`config.mk`:
```
export PLATFORM = sky130hd
export DESIGN_NAME = cprv_lsu_stage
export DESIGN_NICKNAME = d
export VERILOG_FILES = /design/src/rtl/cprv_pkg.sv /design/src/rtl/cprv_lsu_align.sv /design/src/rtl/cprv_lsu_stage.sv
export SDC_FILE = /design/constraint.sdc
export NUM_CORES = 1
export LEC_CHECK = 0
export ABC_AREA = 1
export ABC_CLOCK_PERIOD_IN_PS = 10760
export CAP_MARGIN = 5
export CELL_PAD_IN_SITES_DETAIL_PLACEMENT = 1
export CELL_PAD_IN_SITES_GLOBAL_PLACEMENT = 2
export CORE_MARGIN = 3
export CORE_UTILIZATION = 25
export CTS_CLUSTER_DIAMETER = 80
export DETAILED_ROUTE_END_ITERATION = 8
export PLACE_DENSITY = 0.93
export RECOVER_POWER = 25
export SLEW_MARGIN = 30
export SYNTH_ARGS = -nofsm -noshare
export SYNTH_HDL_FRONTEND = slang
export SYNTH_SLANG_ARGS = --single-unit
```
`constraint.sdc`:
```
create_clock -name clk -period 10.76 [get_ports clk]
set_input_delay 2.152 -clock clk [delete_from_list [all_inputs] [get_ports clk]]
set_output_delay 2.152 -clock clk [all_outputs]
set_load 0.05 [all_outputs]
```
`src/rtl/cprv_pkg.sv`:
```
// Shared opcodes, access sizes and LSU state encodings for the cprv core.
package cprv_pkg;

  localparam logic [6:0] OP_LOAD  = 7'b0000011;
  localparam logic [6:0] OP_STORE = 7'b0100011;

  typedef enum logic [1:0] {
    MEM_B = 2'd0,
    MEM_H = 2'd1,
    MEM_W = 2'd2,
    MEM_D = 2'd3
  } mem_size_e;

  typedef enum logic [1:0] {
    IDLE = 2'd0,
    REQ  = 2'd1,
    RESP = 2'd2
  } lsu_state_e;

  function automatic logic [3:0] size_bytes(input mem_size_e size);
    return 4'd1 << size;
  endfunction

endpackage

```
`src/rtl/cprv_lsu_align.sv`:
```
// Lane alignment for the LSU: byte strobes, lane-shifted store data and extended load data.
// CPRV_LSU_MISALIGN_TRAP_EN enables misalignment detection; without it o_misaligned is 0.
module cprv_lsu_align
  import cprv_pkg::*;
#(
  parameter int DATA_WIDTH = 64,
  parameter int STRB_WIDTH = DATA_WIDTH / 8,
  parameter int OFF_WIDTH  = $clog2(DATA_WIDTH / 8)
) (
  input  logic [OFF_WIDTH-1:0]  i_req_off,
  input  logic [1:0]            i_req_size,
  input  logic [DATA_WIDTH-1:0] i_rs2,
  input  logic [OFF_WIDTH-1:0]  i_rsp_off,
  input  logic [2:0]            i_rsp_funct3,
  input  logic [DATA_WIDTH-1:0] i_rdata,
  output logic                  o_misaligned,
  output logic [STRB_WIDTH-1:0] o_wstrb,
  output logic [DATA_WIDTH-1:0] o_wdata,
  output logic [DATA_WIDTH-1:0] o_ld_data
);

  logic [3:0]            w_req_bytes;
  logic [STRB_WIDTH-1:0] w_req_mask;
  logic [DATA_WIDTH-1:0] w_lane;
  logic [6:0]            w_rsp_bits;
  logic                  w_sign;
  logic                  w_fill;

  assign w_req_bytes = size_bytes(mem_size_e'(i_req_size));

  // Mask is built at bus width, so a shifted mask wraps off the top of the bus.
  genvar gi;
  generate
    for (gi = 0; gi < STRB_WIDTH; gi++) begin : g_mask
      assign w_req_mask[gi] = (4'(gi) < w_req_bytes);
    end
  endgenerate

  assign o_wstrb = w_req_mask << i_req_off;
  assign o_wdata = i_rs2 << {i_req_off, 3'b000};

`ifdef CPRV_LSU_MISALIGN_TRAP_EN
  assign o_misaligned = (|(i_req_off & OFF_WIDTH'(w_req_bytes - 4'd1))) ||
                        ((DATA_WIDTH == 32) && (i_req_size == 2'd3));
`else
  assign o_misaligned = 1'b0;
`endif

  assign w_lane     = i_rdata >> {i_rsp_off, 3'b000};
  assign w_rsp_bits = {size_bytes(mem_size_e'(i_rsp_funct3[1:0])), 3'b000};

  always_comb begin
    w_sign = 1'b0;
    unique case (mem_size_e'(i_rsp_funct3[1:0]))
      MEM_B:   w_sign = w_lane[7];
      MEM_H:   w_sign = w_lane[15];
      MEM_W:   w_sign = w_lane[31];
      default: w_sign = w_lane[DATA_WIDTH-1];
    endcase
  end

  assign w_fill = w_sign & ~i_rsp_funct3[2];

  generate
    for (gi = 0; gi < DATA_WIDTH; gi++) begin : g_ext
      assign o_ld_data[gi] = (7'(gi) < w_rsp_bits) ? w_lane[gi] : w_fill;
    end
  endgenerate

endmodule

```
`src/rtl/cprv_lsu_stage.sv`:
```
// Memory stage between ex and wb: sizes, aligns and issues dmem accesses, extends load data.
// Define CPRV_LSU_MISALIGN_TRAP_EN to retire misaligned accesses without a dmem request.
module cprv_lsu_stage
  import cprv_pkg::*;
#(
  parameter int DATA_WIDTH = 64,
  parameter int STRB_WIDTH = DATA_WIDTH / 8,
  parameter int OFF_WIDTH  = $clog2(DATA_WIDTH / 8)
) (
  input  logic                  clk,
  input  logic                  rst,
  input  logic                  valid_mem_i,
  output logic                  ready_mem_o,
  input  logic [DATA_WIDTH-1:0] rs2_data_mem_i,
  input  logic [4:0]            rd_addr_mem_i,
  input  logic                  rd_en_mem_i,
  input  logic [6:0]            opcode_mem_i,
  input  logic [2:0]            funct3_mem_i,
  input  logic                  mem_w_en_mem_i,
  input  logic [DATA_WIDTH-1:0] alu_out_mem_i,
  output logic                  valid_wb_o,
  input  logic                  ready_wb_i,
  output logic [4:0]            rd_addr_wb_o,
  output logic                  rd_en_wb_o,
  output logic [6:0]            opcode_wb_o,
  output logic [2:0]            funct3_wb_o,
  output logic [DATA_WIDTH-1:0] alu_out_wb_o,
  output logic [DATA_WIDTH-1:0] mem_data_wb_o,
  output logic                  misalign_wb_o,
  output logic                  valid_dmem_o,
  input  logic                  ready_dmem_i,
  output logic [DATA_WIDTH-1:0] addr_dmem_o,
  output logic [DATA_WIDTH-1:0] wdata_dmem_o,
  output logic [STRB_WIDTH-1:0] wstrb_dmem_o,
  output logic                  w_en_dmem_o,
  input  logic                  valid_mem_dmem_i,
  output logic                  ready_mem_dmem_o,
  input  logic [DATA_WIDTH-1:0] rdata_dmem_i
);

  lsu_state_e            r_state;
  lsu_state_e            w_state_next;

  logic                  r_valid_wb;
  logic [4:0]            r_rd_addr_wb;
  logic                  r_rd_en_wb;
  logic [6:0]            r_opcode_wb;
  logic [2:0]            r_funct3_wb;
  logic [DATA_WIDTH-1:0] r_alu_out_wb;
  logic [DATA_WIDTH-1:0] r_mem_data_wb;
  logic                  r_misalign_wb;

  logic                  r_valid_dmem;
  logic [DATA_WIDTH-1:0] r_addr_dmem;
  logic [DATA_WIDTH-1:0] r_wdata_dmem;
  logic [STRB_WIDTH-1:0] r_wstrb_dmem;
  logic                  r_w_en_dmem;

  logic                  w_wb_free;
  logic                  w_accept;
  logic                  w_is_load;
  logic                  w_is_store;
  logic                  w_is_mem;
  logic                  w_misaligned;
  logic                  w_trap;
  logic                  w_req_fire;
  logic                  w_rsp_fire;
  logic                  w_capture;
  logic                  w_issue;
  logic                  w_ld_capture;
  logic                  w_valid_wb_next;
  logic [STRB_WIDTH-1:0] w_wstrb;
  logic [DATA_WIDTH-1:0] w_wdata;
  logic [DATA_WIDTH-1:0] w_ld_data;

  assign w_wb_free        = ~r_valid_wb | ready_wb_i;
  assign ready_mem_o      = (r_state == IDLE) & w_wb_free;
  assign w_accept         = valid_mem_i & ready_mem_o;
  assign w_is_load        = (opcode_mem_i == OP_LOAD);
  assign w_is_store       = (opcode_mem_i == OP_STORE) & mem_w_en_mem_i;
  assign w_is_mem         = w_is_load | w_is_store;
  assign w_trap           = w_is_mem & w_misaligned;
  assign ready_mem_dmem_o = (r_state == RESP) & w_wb_free;
  assign w_req_fire       = r_valid_dmem & ready_dmem_i;
  assign w_rsp_fire       = valid_mem_dmem_i & ready_mem_dmem_o;

  // Response side aligns against the op parked in the wb register while the access is in flight.
  cprv_lsu_align #(
    .DATA_WIDTH (DATA_WIDTH),
    .STRB_WIDTH (STRB_WIDTH),
    .OFF_WIDTH  (OFF_WIDTH)
  ) u_align (
    .i_req_off    (alu_out_mem_i[OFF_WIDTH-1:0]),
    .i_req_size   (funct3_mem_i[1:0]),
    .i_rs2        (rs2_data_mem_i),
    .i_rsp_off    (r_alu_out_wb[OFF_WIDTH-1:0]),
    .i_rsp_funct3 (r_funct3_wb),
    .i_rdata      (rdata_dmem_i),
    .o_misaligned (w_misaligned),
    .o_wstrb      (w_wstrb),
    .o_wdata      (w_wdata),
    .o_ld_data    (w_ld_data)
  );

  always_ff @(posedge clk or posedge rst) begin
    if (rst) r_state <= IDLE;
    else     r_state <= w_state_next;
  end

  always_comb begin
    w_state_next    = r_state;
    w_capture       = 1'b0;
    w_issue         = 1'b0;
    w_ld_capture    = 1'b0;
    w_valid_wb_next = r_valid_wb & ~ready_wb_i;
    unique case (r_state)
      IDLE: begin
        if (w_accept) begin
          w_capture = 1'b1;
          if (w_is_mem && !w_trap) begin
            w_issue      = 1'b1;
            w_state_next = REQ;
          end else begin
            w_valid_wb_next = 1'b1;
          end
        end
      end
      REQ: begin
        // Stores retire on request acceptance; only loads wait for data.
        if (w_req_fire) begin
          if (r_w_en_dmem) begin
            w_state_next    = IDLE;
            w_valid_wb_next = 1'b1;
          end else begin
            w_state_next = RESP;
          end
        end
      end
      RESP: begin
        if (w_rsp_fire) begin
          w_state_next    = IDLE;
          w_valid_wb_next = 1'b1;
          w_ld_capture    = 1'b1;
        end
      end
      default: w_state_next = IDLE;
    endcase
  end

  always_ff @(posedge clk or posedge rst) begin
    if (rst) begin
      r_valid_dmem <= 1'b0;
      r_addr_dmem  <= '0;
      r_wdata_dmem <= '0;
      r_wstrb_dmem <= '0;
      r_w_en_dmem  <= 1'b0;
    end else if (w_issue) begin
      r_valid_dmem <= 1'b1;
      r_addr_dmem  <= {alu_out_mem_i[DATA_WIDTH-1:OFF_WIDTH], {OFF_WIDTH{1'b0}}};
      r_wdata_dmem <= w_wdata;
      r_wstrb_dmem <= w_is_store ? w_wstrb : '0;
      r_w_en_dmem  <= w_is_store;
    end else if (w_req_fire) begin
      r_valid_dmem <= 1'b0;
    end
  end

  always_ff @(posedge clk or posedge rst) begin
    if (rst) begin
      r_valid_wb    <= 1'b0;
      r_rd_addr_wb  <= '0;
      r_rd_en_wb    <= 1'b0;
      r_opcode_wb   <= '0;
      r_funct3_wb   <= '0;
      r_alu_out_wb  <= '0;
      r_mem_data_wb <= '0;
      r_misalign_wb <= 1'b0;
    end else begin
      r_valid_wb <= w_valid_wb_next;
      if (w_capture) begin
        r_rd_addr_wb  <= rd_addr_mem_i;
        r_rd_en_wb    <= rd_en_mem_i & ~w_trap;
        r_opcode_wb   <= opcode_mem_i;
        r_funct3_wb   <= funct3_mem_i;
        r_alu_out_wb  <= alu_out_mem_i;
        r_mem_data_wb <= '0;
        r_misalign_wb <= w_trap;
      end else if (w_ld_capture) begin
        r_mem_data_wb <= w_ld_data;
      end
    end
  end

  assign valid_wb_o    = r_valid_wb;
  assign rd_addr_wb_o  = r_rd_addr_wb;
  assign rd_en_wb_o    = r_rd_en_wb;
  assign opcode_wb_o   = r_opcode_wb;
  assign funct3_wb_o   = r_funct3_wb;
  assign alu_out_wb_o  = r_alu_out_wb;
  assign mem_data_wb_o = r_mem_data_wb;
  assign misalign_wb_o = r_misalign_wb;
  assign valid_dmem_o  = r_valid_dmem;
  assign addr_dmem_o   = r_addr_dmem;
  assign wdata_dmem_o  = r_wdata_dmem;
  assign wstrb_dmem_o  = r_wstrb_dmem;
  assign w_en_dmem_o   = r_w_en_dmem;

endmodule

```
==> flow_summary.ini, run 1 <==
[run_status]
outcome = finished with violations
failed_checks = max-capacitance violations, max-slew violations

[placed_design]
pre_cts_slack_ns = 4.86
place.gp.congestion = 0.909
number_of_port_buffers = 496
placed_area_um2 = 19600
dp_wirelength_mm = 46.7

[routing]
drt-vias-per-instance = 4.82
routedWlPerCell_um = 20.8
wl_met1_mm = 25.3
antenna_violating_nets_post_route = 0
totalWireLength_mm = 63.4
detailedRoute.firstPassIterationCount = 5
met3RoutedLength_mm = 3.88
maxUsedRoutingLayer = met5
met2WireLength_mm = 31.7
via_count = 14700
detailedRoute.firstIterationViolations = 887
post-route-drc-count = 0

[critical_path]
crit_path_end_kind = flip-flop
timing.critical_path.depth = 8
cp_num_buf_inv = 3
regToRegStartpoint = r_state[0]
worstPathArrival_ns = 7.54
start_kind = primary input
slowest_delay_ns = 1.41
type_of_the_setup_path_with_the_least_slack = primary input to flip-flop
cell_chain_critical_path = dlygate4sd3_1 -> nor2_1 -> nor3_1 -> clkbuf_1 -> nand2_1 -> inv_2 -> nand2_2 -> o21ai_0
endpoint = wdata_dmem_o[30]
worstReg2RegEnd = wdata_dmem_o[30]
r2r_slack_ns = 5.20
cpLargestDelayFamily = buffers and inverters
timing.reg2reg.worst_path_depth = 8
cpMaxStageDelayCell = nand2_1
data_required_time_of_the_critical_path_ns = 11.21
startpoint = ready_wb_i
path_max_fanout = 53

[yosys]
synth_seq_cells = 282
synthesis.area_um2 = 14200
synth-warning-count = 0
yosys.cell_types.count = 33
synth.top_cell.area_share_pct = 49.8
yosys-top-cells-count = nand2_1 (678), dfrtp_1 (282), nand3_1 (172)
synthCells = 1849
yosys.area.top_type = dfrtp_1
synth.most_common_cell = nand2_1
synth_async_sr_flop_share_pct = 100
post_synth_main_area_contributors = dfrtp_1 (50%), nand2_1 (18%), nand3_1 (6.1%), o21ai_0 (4.4%), o21ai_1 (3.5%)
synth_ff_type = dfrtp_1
synth_seq_area_share_pct = 49.8
synth_enable_flop_cells = 0
avg_cell_area_syn_um2 = 7.66

[sta]
fin_worst_hold_slack_ns = 0.477
final-setup-viol-count = 0
hold_viol = 0
maxSlewHeadroom_pct = -304
post-route-period-util_pct = 65.9
timing.clock.skew_ns = 0.0200
period_minus_slack_ns = 7.09
setup_total_negative_slack_ns = 0
fmax_mhz = 141
grt_setup_unrepaired = no
final_max_slew_viol_count = 231
finalWorstSetupSlack_ns = 3.67
worst_pin_slew_ns = 6.06

[cts]
clock_tree_buffer_depth = 3
cts_setup_buffers = 0
ctsHtreeMaxLevel = 2
clock_sinks = 282
cts_repair_resize_count = 0
clk_root_buffer_cell = clkbuf_16
insertion_delay_ns = 0.55
tritoncts = done
post_cts_hold_buffer_count = 0
cts_made_buffers = 37
clk_transition_reported_paths_ns = 0.06

[die]
placeableCoreArea_um2 = 55500
effective_utilization_at_floorplan_pct = 25.5
die-height_um = 244
die-area_um2 = 59500
core.rowCount = 86
pin_count = 501
floorplan.die.width_um = 244

[global_route]
antenna_found_initial = 6
globalRouteOverflowTotal = 0
grt_pass1_wl_mm = 95.6
first_global_vias = 15700
grt_start_max_net_pins = 157
grt.total_usage_pct = 20.6

[finish]
syn_to_final_growth_pct = 47.0
drive_gt1_share_pct = 4.65
layout_fillers = 6707
util_after_layout_pct = 37.5
finish.instance_area_um2 = 20800
nNetsFinal = 2486

[pwr]
power_density_nw_per_um2 = 250
vdd_drop_max_uv = 120
p_leak_nw = 9.64

[hold_path]
hold_path_class = flip-flop to flip-flop

[run]
max_cap_viol_count = 3
==> cell usage in the layout, fill, tap and decap left out, drive strengths merged, types with 2 or more instances in the layout <==
master and instances:
buf 17, o211ai 14, nand2 681, mux2i 30, clkdlybuf4s50 493, o21ai 224, o21a 7, inv 103
bufinv 2, nand3 172, clkinvlp 4, clkinv 13, a31oi 17, conb 4, a22o 9, a32o 3
diode 2, a21boi 5, clkbuf 51, a21oi 74, dfrtp 282, or2 10, dlygate4sd3 2, nor3 4
nor2 74
==> cell families (layout without fill, tap and decap cells) <==
logic type,count (synthesis),count (layout),share of synthesized area (%)
AND/OR/NAND/NOR,942,942,27.0
AO/OA/AOI/OAI,356,356,13.6
flip-flops,282,282,49.8
buffers and inverters,238,685,7.41
multiplexers,30,30,2.12
other,1,6,0.0265
==> state kept, by name, indices dropped and copies added, names as in the netlist, 2 cells and up <==
name           cells
alu_out_wb_o      64
mem_data_wb_o     64
wdata_dmem_o      64
addr_dmem_o       61
wstrb_dmem_o       8
opcode_wb_o        7
rd_addr_wb_o       5
funct3_wb_o        3
r_state            2
==> worst min path at each step <==
stage,startpoint,endpoint,slack (ns),cells after the start
2_1_floorplan,r_state[1],r_state[0],0.56,3
3_3_place_gp,rd_addr_wb_o[2],rd_addr_wb_o[2],0.46,2
3_5_place_dp,rd_en_wb_o,rd_en_wb_o,0.46,2
4_1_cts,rd_addr_wb_o[2],rd_addr_wb_o[2],0.48,2
5_1_grt,mem_data_wb_o[61],mem_data_wb_o[61],0.50,2
6_report,rd_addr_wb_o[2],rd_addr_wb_o[2],0.48,2
==> final cells by class <==
class | instances | area, µm² | share of cell area [%]
repair buffers | 513 | 5120 | 24.6
flip-flops and latches | 282 | 7060 | 33.9
clock buffers | 50 | 1030 | 4.97
well taps | 748 | 936 | 4.50
clock inverters | 17 | 205 | 0.986
multi-input cells | 1332 | 6060 | 29.1
inverters | 105 | 400 | 1.92
diodes | 2 | 5.00 | 0.0240
==> power by group <==
| part | internal (mW) | switching, mW |
|---|---|---|
| combinational | 0.734 | 1.76 |
| clock | 0.736 | 0.521 |
| sequential | 1.30 | 0.152 |
| total | 2.77 | 2.43 |
==> routing by layer <==
metal | GRT usage (%) | vias to the layer above
li1 | - | 6847
met1 | 24.3 | 7274
met2 | 36.4 | 445
met3 | 4.82 | 132
met4 | 7.83 | 4
met5 | 0 | -
==> tightest hold or removal path: cells and delay by family, from the launching register on <==
| family | cells | cell delay (ns) |
|---|---|---|
| and+or+nand+nor | 2 | 0.10 |
| DFF | 1 | 0.34 |
==> stage by stage <==
stage               cells  total power, mW
finish               3049             5.20
global route         3048             5.45
CTS                  3046             5.26
detailed placement   2979             3.97
global placement     2979             3.92
floorplan            1852             3.06
Power figures use the tool's default switching activity.
==> run 2, diff against run 1 <==
--- a/config.mk
+++ b/config.mk
@@ -6,7 +6,7 @@
 export NUM_CORES = 1
 export LEC_CHECK = 0
 export ABC_AREA = 1
-export ABC_CLOCK_PERIOD_IN_PS = 10760
+export ABC_CLOCK_PERIOD_IN_PS = 7300
 export CAP_MARGIN = 5
 export CELL_PAD_IN_SITES_DETAIL_PLACEMENT = 1
 export CELL_PAD_IN_SITES_GLOBAL_PLACEMENT = 2
==> constraint.sdc (replaced) <==
create_clock -name clk -period 7.3 [get_ports clk]
set_input_delay 1.46 -clock clk [delete_from_list [all_inputs] [get_ports clk]]
set_output_delay 1.46 -clock clk [all_outputs]
set_load 0.05 [all_outputs]
==> run 2 against run 1 <==
The flow still finishes with violations (max-capacitance violations, max-slew violations). Combinational power increased by 46%. Clock skew shrank 0.0060 ns. Non-clock buffer count is 3 higher. Die area unchanged. Total power grew 49%. Clock-buffer cell count up 3. Sequential power up 50%. Sequential share of layout area is 0.094 points lower. Largest cell class unchanged.
==> flow_summary.ini, run 2 (same netlist as run 1, synthesis figures left out) <==
[sta]
hold_viol = 0
final_max_slew_viol_count = 162
finalWorstSetupSlack_ns = 2.01
period_minus_slack_ns = 5.29
maxSlewHeadroom_pct = -57.3
fin_worst_hold_slack_ns = 0.474
post-route-period-util_pct = 72.5
final-setup-viol-count = 0
timing.clock.skew_ns = 0.0140
worst_pin_slew_ns = 2.36
setup_total_negative_slack_ns = 0
fmax_mhz = 189
grt_setup_unrepaired = no

[critical_path]
slowest_delay_ns = 1.01
start_kind = primary input
r2r_slack_ns = 2.86
endpoint = wdata_dmem_o[0]
cpMaxStageDelayCell = clkbuf_1
timing.reg2reg.worst_path_depth = 8
type_of_the_setup_path_with_the_least_slack = primary input to flip-flop
regToRegStartpoint = r_state[1]
data_required_time_of_the_critical_path_ns = 7.74
cell_chain_critical_path = dlygate4sd3_1 -> inv_1 -> nor3_1 -> clkbuf_1 -> nand2_4 -> inv_2 -> nand2_1 -> o21ai_1
worstReg2RegEnd = wdata_dmem_o[0]
crit_path_end_kind = flip-flop
worstPathArrival_ns = 5.73
path_max_fanout = 41
startpoint = valid_mem_i

[global_route]
grtUsageMet2_pct = 36.7
antenna_found_initial = 1
grt_pass1_wl_mm = 96.8
globalRouteOverflowTotal = 0
gr_peak_layer = met2
grt_start_max_net_pins = 178
grt.met3_usage_pct = 4.29
first_global_vias = 15800
grt.total_usage_pct = 20.8
met1_use_gr_pct = 25.3

[die]
floorplan.die.width_um = 244
die-area_um2 = 59500
die-height_um = 244
pin_count = 501
core.rowCount = 86
effective_utilization_at_floorplan_pct = 25.5
placeableCoreArea_um2 = 55500

[placed_design]
pre_cts_slack_ns = 2.47
post-place-cells = 2981
place.gp.congestion = 0.879
number_of_port_buffers = 496
placed_area_um2 = 19600
dp_wirelength_mm = 46.6

[finish]
finalNonFillerCells = 3049
syn_to_final_growth_pct = 47.4
n_antenna_cell = 0
mostFrequentLayoutCell = nand2_1
layout_common_cells = nand2_1 (677), clkdlybuf4s50_1 (493), dfrtp_1 (281), nand3_1 (172), o21ai_0 (141)
drive_gt1_share_pct = 4.87
finish.instance_area_um2 = 20900
nNetsFinal = 2490
util_after_layout_pct = 37.6

[cts]
ctsHtreeMaxLevel = 2
clock_tree_buffer_depth = 3
tritoncts = done
clk_transition_reported_paths_ns = 0.06
clock_sinks = 282
insertion_delay_ns = 0.54
clk_root_buffer_cell = clkbuf_16
cts_repair_resize_count = 0
cts_setup_buffers = 0
cts_made_buffers = 38
post_cts_hold_buffer_count = 0

[routing]
antenna_violating_nets_post_route = 0
via_count = 14800
routedWlPerCell_um = 20.8
drt-vias-per-instance = 4.85
totalWireLength_mm = 63.5
post-route-drc-count = 0
detailedRoute.firstPassIterationCount = 5
detailedRoute.firstIterationViolations = 869

[pwr]
pwr-share-clk_pct = 24.6
power_density_nw_per_um2 = 370
power_switching_mw = 3.60
power_frac_seq_pct = 28.0
power.internal_mw = 4.13
fin_total_pwr_mw = 7.73
vdd_drop_max_uv = 188
combPwrFrac_pct = 47.4
p_sw_share_pct = 46.5
p_leak_nw = 9.70

[run_status]
failed_checks = max-capacitance violations, max-slew violations
outcome = finished with violations

[hold_path]
hold_path_class = flip-flop to flip-flop

[run]
max_cap_viol_count = 3
==> run 2: cell types whose count changed in the layout (fill, tap and decap cells not counted), sizes merged <==
| cell | previous run | this run |
|---|---|---|
| clkbuf | 51 | 56 |
| clkinv | 13 | 8 |
| inv | 103 | 106 |
| clkinvlp | 4 | 2 |
| diode | 2 | 0 |
| buf | 17 | 18 |
==> run 2: worst min path at each step <==
stage	from	endpoint	slack, ns	cells past startpoint
6_report	opcode_wb_o[6]	opcode_wb_o[6]	0.47	2
5_1_grt	opcode_wb_o[6]	opcode_wb_o[6]	0.50	2
4_1_cts	opcode_wb_o[6]	opcode_wb_o[6]	0.48	2
3_5_place_dp	opcode_wb_o[6]	opcode_wb_o[6]	0.46	2
3_3_place_gp	opcode_wb_o[6]	opcode_wb_o[6]	0.46	2
2_1_floorplan	r_state[1]	r_state[0]	0.56	3
==> run 2: cell type report <==
class / count / area, µm²
well taps: 748 / 936
repair buffers: 516 / 5140
multi-input cells: 1332 / 6070
flip-flops and latches: 282 / 7060
clock inverters: 13 / 158
clock buffers: 53 / 1120
inverters: 105 / 400
fillers: 6731 / 34600
==> run 2: metal layers <==
| layer | vias to the layer above | share of wire, % | routed length, µm |
|---|---|---|---|
| met5 | - | 0.019 | 12 |
| met4 | 2 | 3.6 | 2290 |
| met3 | 114 | 5.8 | 3660 |
| met2 | 459 | 50 | 31500 |
| met1 | 7344 | 41 | 26000 |
| li1 | 6861 | - | - |
==> run 2: power by group through the flow <==
stage	sequential (mW)	combinational (mW)	clock [mW]
6_report	2.17	3.66	1.90
5_1_grt	2.21	3.88	2.02
4_1_cts	2.17	3.69	1.95
3_5_place_dp	2.19	3.67	0
3_3_place_gp	2.17	3.62	0
2_1_floorplan	3.34	1.17	0
==> run 2: worst max-delay path: cells and delay by family <==
family	cells	cell delay (ns)
AOI/OAI and AO/OA	1	0.42
buffers and inverters	4	2.38
and+or+nand+nor	3	1.43
